File: src/rtl/video_fetch.sv
// Video-side read initiator: walks a 1bpp bitmap line by line through a small
// prefetch FIFO and serialises each byte MSB-first, one pixel per pix_en strobe.
module video_fetch #(
  parameter int BYTES_PER_LINE = 40,
  parameter int FIFO_DEPTH     = 4
) (
  input  logic        clk,
  input  logic        rst_n,
  input  logic        frame_start,
  input  logic        line_start,
  input  logic        pix_en,
  input  logic [15:0] base,
  output logic        mem_en,
  output logic [15:0] mem_addr,
  input  logic [7:0]  mem_data,
  output logic        pixel,
  output logic        underrun
);

  localparam int AW = $clog2(FIFO_DEPTH);
  localparam int CW = $clog2(FIFO_DEPTH + 1);
  localparam logic [7:0]  BPL8  = 8'(BYTES_PER_LINE);
  localparam logic [15:0] BPL16 = 16'(BYTES_PER_LINE);

  logic [15:0]   next_line_q, next_line_d;
  logic [15:0]   fetch_addr_q, fetch_addr_d;
  logic [7:0]    fetch_left_q, fetch_left_d;
  logic [7:0]    consume_left_q, consume_left_d;
  logic          inflight_q, inflight_d;
  logic [AW-1:0] wr_ptr_q, wr_ptr_d;
  logic [AW-1:0] rd_ptr_q, rd_ptr_d;
  logic [CW-1:0] count_q, count_d;
  logic [7:0]    sh_q, sh_d;
  logic [2:0]    bits_left_q, bits_left_d;
  logic          pixel_q, pixel_d;
  logic          underrun_q, underrun_d;
  logic [7:0]    fifo_q [FIFO_DEPTH];

  logic       issue;
  logic       pop;
  logic [7:0] head;
  logic [15:0] line_addr;

  // A read is only issued when the FIFO can absorb it on arrival, so it never overflows.
  assign issue = rst_n && !line_start && (fetch_left_q != 8'd0) &&
                 ((int'(count_q) + int'(inflight_q)) < FIFO_DEPTH);
  assign pop   = pix_en && !line_start && (bits_left_q == 3'd0) && (count_q != '0);
  assign head  = fifo_q[rd_ptr_q];
  assign line_addr = frame_start ? base : next_line_q;

  always_comb begin
    // NOTE: every _d gets its hold value first, so no branch can leave a latch behind.
    next_line_d    = next_line_q;
    fetch_addr_d   = fetch_addr_q;
    fetch_left_d   = fetch_left_q;
    consume_left_d = consume_left_q;
    inflight_d     = inflight_q;
    wr_ptr_d       = wr_ptr_q;
    rd_ptr_d       = rd_ptr_q;
    count_d        = count_q;
    sh_d           = sh_q;
    bits_left_d    = bits_left_q;
    pixel_d        = pixel_q;
    underrun_d     = 1'b0;

    if (frame_start) next_line_d = base;

    if (line_start) begin
      // New line: flush everything, including a read whose data is still on its way.
      fetch_addr_d   = line_addr;
      next_line_d    = line_addr + BPL16;
      fetch_left_d   = BPL8;
      consume_left_d = BPL8;
      inflight_d     = 1'b0;
      wr_ptr_d       = '0;
      rd_ptr_d       = '0;
      count_d        = '0;
      sh_d           = 8'd0;
      bits_left_d    = 3'd0;
      pixel_d        = 1'b0;
    end else begin
      inflight_d = issue;
      if (issue) begin
        fetch_addr_d = fetch_addr_q + 16'd1;
        fetch_left_d = fetch_left_q - 8'd1;
      end
      if (inflight_q) wr_ptr_d = wr_ptr_q + AW'(1);

      if (pix_en) begin
        if (bits_left_q != 3'd0) begin
          pixel_d     = sh_q[7];
          sh_d        = {sh_q[6:0], 1'b0};
          bits_left_d = bits_left_q - 3'd1;
        end else if (count_q != '0) begin
          pixel_d        = head[7];
          sh_d           = {head[6:0], 1'b0};
          bits_left_d    = 3'd7;
          consume_left_d = consume_left_q - 8'd1;
          rd_ptr_d       = rd_ptr_q + AW'(1);
        end else begin
          // Empty FIFO: starved mid-line raises underrun, past end of line it is border.
          pixel_d    = 1'b0;
          underrun_d = (consume_left_q != 8'd0);
        end
      end
      count_d = count_q + CW'(inflight_q) - CW'(pop);
    end
  end

  always_ff @(posedge clk) begin
    // NOTE: state registers use non-blocking assignments so all update together at the edge.
    if (!rst_n) begin
      next_line_q    <= 16'd0;
      fetch_addr_q   <= 16'd0;
      fetch_left_q   <= 8'd0;
      consume_left_q <= 8'd0;
      inflight_q     <= 1'b0;
      wr_ptr_q       <= '0;
      rd_ptr_q       <= '0;
      count_q        <= '0;
      sh_q           <= 8'd0;
      bits_left_q    <= 3'd0;
      pixel_q        <= 1'b0;
      underrun_q     <= 1'b0;
    end else begin
      next_line_q    <= next_line_d;
      fetch_addr_q   <= fetch_addr_d;
      fetch_left_q   <= fetch_left_d;
      consume_left_q <= consume_left_d;
      inflight_q     <= inflight_d;
      wr_ptr_q       <= wr_ptr_d;
      rd_ptr_q       <= rd_ptr_d;
      count_q        <= count_d;
      sh_q           <= sh_d;
      bits_left_q    <= bits_left_d;
      pixel_q        <= pixel_d;
      underrun_q     <= underrun_d;
    end
  end

  // NOTE: FIFO storage is not reset; count and pointers alone decide which entries are valid.
  always_ff @(posedge clk) begin
    if (inflight_q) fifo_q[wr_ptr_q] <= mem_data;
  end

  assign mem_en   = issue;
  assign mem_addr = fetch_addr_q;
  assign pixel    = pixel_q;
  assign underrun = underrun_q;

endmodule
File: config.mk
export PLATFORM = sky130hd
export DESIGN_NAME = video_fetch
export DESIGN_NICKNAME = d
export VERILOG_FILES = /design/src/rtl/video_fetch.sv
export SDC_FILE = /design/constraint.sdc
export NUM_CORES = 1
export LEC_CHECK = 0
export ABC_AREA = 0
export ABC_CLOCK_PERIOD_IN_PS = 3000
export BUFFER_PORTS_ARGS = -buffer_cell sky130_fd_sc_hd__buf_2
export CAP_MARGIN = 40
export CORE_ASPECT_RATIO = 2
export CORE_MARGIN = 2
export CORE_UTILIZATION = 35
export CTS_CLUSTER_DIAMETER = 60
export DETAILED_ROUTE_END_ITERATION = 10
export SLEW_MARGIN = 20
export SYNTH_ARGS = -nofsm -noshare
export SYNTH_HDL_FRONTEND = slang
export SYNTH_SLANG_ARGS = --single-unit
File: constraint.sdc
create_clock -name clk -period 3 [get_ports clk]
set_clock_uncertainty 0.05 [all_clocks]
set_input_delay 0.45 -clock clk [delete_from_list [all_inputs] [get_ports clk]]
set_output_delay 0.45 -clock clk [all_outputs]
set_load 0.01 [all_outputs]
-- Word level (Yosys, flattened, before mapping)
Memories as Yosys holds them, arrays and structs flattened. A register that Yosys moved wholly into a read port is not among the register bits.
Cells that the tools add are included.
- register bits after elaboration: 69
- RAM bits: 32
- output and inout bits: 19
- logic and storage cells: 71
- memories: 1
- memories (memory ; words ; bits a word ; rd ports ; clocked after memory_dff ; write ports ; line ; RTL):
    fifo_q ; 4 ; 8 ; 1 ; 1 ; 1 ; 37 ; logic [7:0] fifo_q [FIFO_DEPTH];
- add/sub/neg operators: 10
- $lt $le $gt $ge: 1
- equal/unequal tests: 1
- multiplexer cells: 20
- bitwise gates (word level): 3
- reduce and logical (&&, ||, !) cells: 21
- operators by type and width (cell ; number):
    16-bit two-way mux ; 4
    6-bit two-way mux ; 6
    16-bit by 1-bit adder with 16-bit output, second input constant ; 1
    16-bit by 6-bit adder with 16-bit output, second input constant ; 1
    8-bit two-way mux ; 2
    8-bit nonzero test ; 2
    8-bit by 1-bit subtractor with 8-bit output, second input constant ; 2
    2-bit nonzero test ; 4
    1-bit logical AND ; 6
    3-bit two-way mux ; 2
    3-bit AND reduction ; 2
    3-bit nonzero test ; 2
    5-bit OR reduction ; 1
    2-bit by 1-bit adder with 2-bit output, second input constant ; 2
    3-bit by 1-bit adder with 4-bit output ; 1
    4-bit by 3-bit < comparator with 1-bit output, second input constant ; 1
    1-bit two-way mux ; 4
    2-bit two-way mux ; 2
    3-bit by 1-bit adder with 3-bit output ; 1
    3-bit zero test ; 1
    1-bit NOT ; 3
    3-bit by 1-bit subtractor with 3-bit output ; 1
    3-bit by 1-bit subtractor with 3-bit output, second input constant ; 1
    2-bit != test, second input constant ; 1
    other kinds (3) ; 3

-- Longest topological paths before layout
Gate-level depths: netlist (run 1).
- depth in word-level cells: 6
- mapped depth: 12

-- Least setup slack after synthesis (run 1)
Ideal clock, no wire load.
- kind: input to register
- start: input port line_start
- end: register count_q[1]
- setup time: 0.115 ns
- data arrival time: 2.126 ns
- setup slack: 0.709 ns
- stages on the path: 8
- buffers on the path: 2
- cells stage by stage: clkbuf_1 clkbuf_1 nor2_1 ha_1 inv_1 ha_1 fa_1 and3_1
- cells in the longest elaborated chain, start to end: 5
- elaborated cells on any way between the ends: 6
- those cells by class: add/sub (1); reduce/logical (5)
- ends and longest elaborated chain (element ; line ; RTL):
    start, declared ; 10 ; input logic line_start,
    1-bit zero test ; 47 ; assign pop = pix_en && !line_start && (bits_left_q == 3'd0) && (count_q != '0);
    1-bit logical AND (3 in series) ; 47 ;
    3-bit by 1-bit subtractor with 3-bit output ; 106 ; count_d = count_q + CW'(inflight_q) - CW'(pop);
    end signal, assigned ; 133 ; count_q <= count_d;
    end, declared ; 32 ; logic [CW-1:0] count_q, count_d;
Several ways; a longest one is shown, not always the timed one.
A chain may end at the register's enable or synchronous reset.

-- Worst setup path in the final report (run 1)
- start: register fetch_left_q[0]
- end: output port mem_en
- cells in the longest elaborated chain, start to end: 3
- ends and longest elaborated chain (element ; line ; RTL):
    start, declared ; 27 ; logic [7:0] fetch_left_q, fetch_left_d;
    start signal, assigned ; 128 ; fetch_left_q <= fetch_left_d;
    8-bit nonzero test ; 45 ; assign issue = rst_n && !line_start && (fetch_left_q != 8'd0) &&
    1-bit logical AND (2 in series) ; 45 ;
    end, declared ; 13 ; output logic mem_en,
No other way between the ends.

==> results of run 1 <==
[logic make-up (layout without fill, tap and decap cells)]
logic type / Yosys count / count (layout) / synth area share [%]
buffers and inverters: 40 / 90 / 3.65
AO/OA/AOI/OAI: 65 / 65 / 9.84
adder cells (fa/ha/maj): 15 / 15 / 4.16
AND/OR/NAND/NOR: 167 / 167 / 17.8
flip-flops: 102 / 102 / 50.4
XOR/XNOR: 33 / 33 / 6.16
multiplexers: 27 / 27 / 7.98
[registers in the layout, summed over array words and instances, names as in the netlist, named ones only]
signal and count:
bits_left_q 3, consume_left_q 8, count_q 3, fetch_left_q 8, fifo_q 32, inflight_q 1, mem_addr 16, next_line_q 16
pixel 1, rd_ptr_q 2, sh_q 7, underrun 1, wr_ptr_q 2
[synthesized netlist by cell type, types with 3 or more instances]
cell type,n
a211oi_1,7
a21oi_1,16
a311oi_1,9
a31oi_1,4
and2_1,6
and3_1,7
buf_2,5
clkbuf_1,13
dfxtp_1,70
edfxtp_1,32
ha_1,14
inv_1,16
mux2i_1,16
mux4_2,8
nand2_1,45
nand2b_1,3
nand3_1,15
nand3b_1,4
nand4_1,5
nand4b_1,4
nor2_1,52
nor3_1,4
nor4_1,6
o21ai_0,10
o31a_1,3
o32a_1,3
or3_1,4
xnor2_1,16
xor2_1,17
[worst max-delay path by stage]
stage	from	end	slack (ns)	cells after the start
after detailed placement	bits_left_q[0]	count_q[1]	0.60	11
after floorplan	line_start	count_q[1]	0.71	8
after global routing	fetch_left_q[0]	mem_en	0.13	7
after CTS	fetch_left_q[0]	mem_en	0.23	7
after global placement	fetch_left_q[0]	mem_en	0.67	7
final	fetch_left_q[0]	mem_en	0.26	7
[layer usage]
metal  wire [um]  vias up
met3         345       21
met4         328        2
met1        3680     1631
li1            -     1695
met5          12        -
met2        5650       73
[metrics by stage]
| step | utilization [%] | instances |
|---|---|---|
| final | 41.3 | 651 |
| after global routing | 41.3 | 651 |
| after CTS | 41.3 | 651 |
| after detailed placement | 38.8 | 635 |
| after global placement | 38.8 | 635 |
| after floorplan | - | 449 |
[report_power, final]
group | switching, W | internal [W]
clock | 0.000600 | 0.000605
combinational | 0.000187 | 0.000138
sequential | 0.0000458 | 0.00148
total | 0.000833 | 0.00222
[final cells by class]
type / instances / area (um^2)
Clock buffer: 9 / 225
Clock inverter: 7 / 91.3
Fill cell: 1284 / 7670
Inverter: 19 / 71.3
Multi-Input combinational cell: 307 / 2160
Sequential cell: 102 / 2360
Tap cell: 152 / 190
Timing Repair Buffer: 55 / 295
[worst reg2reg max path: stages, from the launching register on]
cell and delay [ns]:
dfxtp_1 0.36, inv_1 0.08, ha_1 0.24, nor2b_1 0.14
buf_4 0.16, nand3_1 0.12, nor2_1 0.06, ha_1 0.27
inv_1 0.04, ha_1 0.18, fa_1 0.41, and3_1 0.20
==> results.sh, run 1 <==
export IMPL_clk_latency_ns=0.35
export IMPL_core_area_um2=13100
export IMPL_worstReg2RegEnd="count_q[1]"
export IMPL_cts_tree="built"
export IMPL_syn_avg_cell_area_um2=10.4
export IMPL_max_slew_margin_pct=47.6
export IMPL_port_buffer_count=47
export IMPL_cts_num_sinks=102
export IMPL_cts_resized=0
export IMPL_cts_setup_buffers=0
export IMPL_synth_area_um2=4690
export IMPL_hpwlAfterDp_um=7630
export IMPL_critPathSlowestCell="a221oi_2"
export IMPL_gr_usage_met2_pct=28.4
export IMPL_fin_crit_ns=2.74
export IMPL_drcViolationCount=0
export IMPL_synth_top_area_share_pct=29.9
export IMPL_area_growth_pct=15.0
export IMPL_worstHoldEndpoint="fifo_q[0][3]"
export IMPL_cts_hold_buf=0
export IMPL_final_cell_area_um2=5390
export IMPL_wl_per_cell_um=15.4
export IMPL_gp_congestion=0.815
export IMPL_final_cell_mix="70 x dfxtp_1, 52 x nor2_1, 47 x buf_2, 45 x nand2_1, 32 x edfxtp_1"
export IMPL_die_h_um=168
export IMPL_synth_seq_cells=102
export IMPL_grt_pass1_wl_um=16900
export IMPL_synth_seq_area_share_pct=50.4
export IMPL_grt_pass1_vias=3643
export IMPL_rsz0062_at_grt="no"
export IMPL_p_leak_nw=2.02
export IMPL_slowest_delay_ns=0.46
export IMPL_first_pass_iters=6
export IMPL_dp_slack_ns=0.603
export IMPL_worstReg2RegStart="bits_left_q[0]"
export IMPL_power_density_nw_per_um2=566
export IMPL_finalPower_w=0.00305
export IMPL_cp_required_ns=2.50
export IMPL_postRouteAntennaNets=0
export IMPL_antenna_found_initial=1
export IMPL_drv_slew=0
export IMPL_rrSetupSlack_ns=0.60
export IMPL_hold_start="mem_data[3]"
export IMPL_ys_flop_type="dfxtp_1"
export IMPL_antenna_cells=0
export IMPL_drt_wl_total_um=10000
export IMPL_vias_per_cell=5.26
export IMPL_ir_worst_vdd_mv=0.375
export IMPL_cp_max_fo=9
export IMPL_r2r_cells=11
export IMPL_postPlaceCellArea_um2=5080
export IMPL_cp_end_kind="output pin"
export IMPL_hold_depth=1
export IMPL_grt_max_degree=32
export IMPL_clk_pin_slew_ns=0.08
export IMPL_layout_setup_ws_ns=0.255
export IMPL_row_count=59
export IMPL_hold_viol=0
export IMPL_fin_crit_sh_pct=91.5
export IMPL_tightest_slew_ns=0.783
export IMPL_syn_num_nets=493
export IMPL_yosysWarnings=0
export IMPL_htreeDepth=3
export IMPL_layout_commonest_cell="dfxtp_1"
export IMPL_fin_setup_tns_ns=0
export IMPL_num_vias=3422
export IMPL_worstPathArrival_ns=2.24
export IMPL_synth_cells=449
export IMPL_grt_util_all_layers_pct=14.8
export IMPL_busiest_layer="met2"
export IMPL_io_pins=48
export IMPL_die_width_um=85.9
export IMPL_dieArea_um2=14400
export IMPL_num_nets_final=538
export IMPL_synth_top_area_cell="dfxtp_1"
export IMPL_drive_gt1_share_pct=18.0
export IMPL_async_reset_ff_share_pct=0
export IMPL_grt_overflow_total=0
export IMPL_drt_iter0_markers=129
export IMPL_whs_ns=0.252
export IMPL_clock_path_buffers=2
export IMPL_setup_violations=0
export IMPL_grtUsageMet3_pct=2.96
export IMPL_crit_chain="inv_1 > ha_1 > nor3b_1 > a221oi_2 > nand2_2 > inv_2 > buf_2"
export IMPL_cts_root_buf="clkbuf_16"
export IMPL_path_class="reg2out"
export IMPL_start_util_pct=35.9
export IMPL_crit_family="compound AO/OA/AOI/OAI gates"
export IMPL_cp_num_buf_inv=3
export IMPL_met1_usage_pct=14.1
export IMPL_hp_class="in2reg"
export IMPL_drv_cap=0
export IMPL_synth_edf_count=32
export IMPL_synthTopCellsByArea="dfxtp_1 30%, edfxtp_1 20%, nor2_1 4.2%, mux4_2 3.8%, ha_1 3.7%"
export IMPL_cts_buffers=9
export IMPL_status="completed"
export IMPL_ys_types=55
export IMPL_start_kind="register"
export IMPL_clock_fmax_mhz=364
Power figures use the tool's default switching activity.
==> inputs of run 2 (changes only) <==
Settings changed: CORE_MARGIN 2 to 3, CORE_UTILIZATION 35 to 55, PLACE_DENSITY set to 0.75.
==> results.sh, run 2 (synthesis gave the netlist of run 1 again) <==
export IMPL_fin_crit_sh_pct=88.3
export IMPL_cts_root_buf="clkbuf_16"
export IMPL_drcViolationCount=0
export IMPL_cts_resized=0
export IMPL_fin_setup_tns_ns=0
export IMPL_cts_buffers=9
export IMPL_die_h_um=137
export IMPL_drive_gt1_share_pct=18.0
export IMPL_dieArea_um2=9740
export IMPL_core_area_um2=8290
export IMPL_grt_pass1_vias=3595
export IMPL_postPlaceCellArea_um2=5010
export IMPL_start_util_pct=56.6
export IMPL_cts_setup_buffers=0
export IMPL_cts_hold_buf=0
export IMPL_rsz0062_at_grt="no"
export IMPL_crit_chain="inv_1 > ha_1 > nor3b_1 > a221oi_2 > nand2_2 > inv_2 > buf_2"
export IMPL_worstPathArrival_ns=2.15
export IMPL_vias_per_cell=5.86
export IMPL_cp_end_kind="output pin"
export IMPL_antenna_found_initial=0
export IMPL_first_pass_iters=4
export IMPL_whs_ns=0.261
export IMPL_max_flop_register="fifo_q"
export IMPL_slowest_delay_ns=0.39
export IMPL_cp_required_ns=2.50
export IMPL_gp_congestion=0.828
export IMPL_setup_violations=0
export IMPL_tightest_slew_ns=0.624
export IMPL_clk_pin_slew_ns=0.07
export IMPL_rrSetupSlack_ns=0.64
export IMPL_clock_fmax_mhz=378
export IMPL_ir_worst_vdd_mv=0.441
export IMPL_critPathSlowestCell="dfxtp_1"
export IMPL_cp_max_fo=9
export IMPL_cts_tree="built"
export IMPL_hold_viol=0
export IMPL_max_slew_margin_pct=58.2
export IMPL_row_count=47
export IMPL_final_cell_area_um2=5340
export IMPL_clock_path_buffers=2
export IMPL_power_density_nw_per_um2=582
export IMPL_start_kind="register"
export IMPL_utilization_pct=64.4
export IMPL_status="completed"
export IMPL_finalPower_w=0.00311
export IMPL_layout_commonest_cell="dfxtp_1"
export IMPL_antenna_cells=0
export IMPL_grt_overflow_total=0
export IMPL_p_leak_nw=2.02
export IMPL_postRouteAntennaNets=0
export IMPL_io_pins=48
export IMPL_hp_class="in2reg"
export IMPL_hpwlAfterDp_um=7110
export IMPL_drt_wl_total_um=9590
export IMPL_drv_cap=0
export IMPL_largest_reg_flops=32
export IMPL_cts_num_sinks=102
export IMPL_num_nets_final=538
export IMPL_drt_iter0_markers=216
export IMPL_grt_max_degree=33
export IMPL_htreeDepth=3
export IMPL_area_growth_pct=13.8
export IMPL_die_width_um=71.3
export IMPL_drv_slew=0
export IMPL_wl_per_cell_um=16.1
export IMPL_final_cell_mix="70 x dfxtp_1, 52 x nor2_1, 47 x buf_2, 45 x nand2_1, 32 x edfxtp_1"
export IMPL_clk_latency_ns=0.35
export IMPL_grt_util_all_layers_pct=21.5
export IMPL_grt_pass1_wl_um=16300
export IMPL_path_class="reg2out"
export IMPL_fillers=696
export IMPL_port_buffer_count=47
export IMPL_num_vias=3496
export IMPL_fin_crit_ns=2.65
-- run 2: cell count changes in the layout (fill, tap and decap cells not counted) --
cell and change:
inv_6 -2, bufinv_16 +2, inv_12 -1, inv_8 +1, clkinv_4 +1, clkinv_8 -3, clkinvlp_4 +2
-- run 2: worst paths after layout --
kind | startpoint | depth (start not counted) | end
hold / removal | mem_data[6] | 1 | fifo_q[3][6]
setup / recovery | fetch_left_q[0] | 7 | mem_en
setup reg to reg | fetch_left_q[0] | 8 | fetch_left_q[5]
hold reg to reg | bits_left_q[0] | 1 | bits_left_q[0]
-- run 2: layout make-up --
| class | count | area, um^2 | area share, % |
|---|---|---|---|
| inverters | 19 | 71.3 | 1.34 |
| well taps | 98 | 123 | 2.30 |
| clock buffers | 9 | 225 | 4.22 |
| repair buffers | 55 | 295 | 5.53 |
| flip-flops and latches | 102 | 2360 | 44.3 |
| multi-input cells | 307 | 2160 | 40.4 |
| clock inverters | 7 | 104 | 1.95 |
-- run 2: worst max-delay path: cells and delay by family, from the launching register on --
family	cells	cell delay, ns
buffers and inverters	3	0.44
flip-flops	1	0.39
AND/OR/NAND/NOR	2	0.38
AO/OA/AOI/OAI	1	0.35
adder cells (fa/ha/maj)	1	0.24
-- run 2: stage by stage --
step | worst slack [ns] | std cells
6_report | 0.352 | 597
5_1_grt | 0.219 | 597
4_1_cts | 0.377 | 597
3_5_place_dp | 0.669 | 581
3_3_place_gp | 0.741 | 581
2_1_floorplan | 0.709 | 449
-- run 2: where the power goes --
group,leakage [nW],internal (W),switching (W)
clock,0.154,0.000740,0.000517
sequential,0.862,0.00148,0.0000473
combinational,1.00,0.000138,0.000187
-- run 2: per-layer routing --
metal / wire length (um) / track usage, % / part of all wire, %
met5: 0 / 0 / 0
met4: 252 / 11.4 / 2.6
met3: 380 / 4.49 / 4.0
met2: 5480 / 40.6 / 57
met1: 3480 / 21.1 / 36
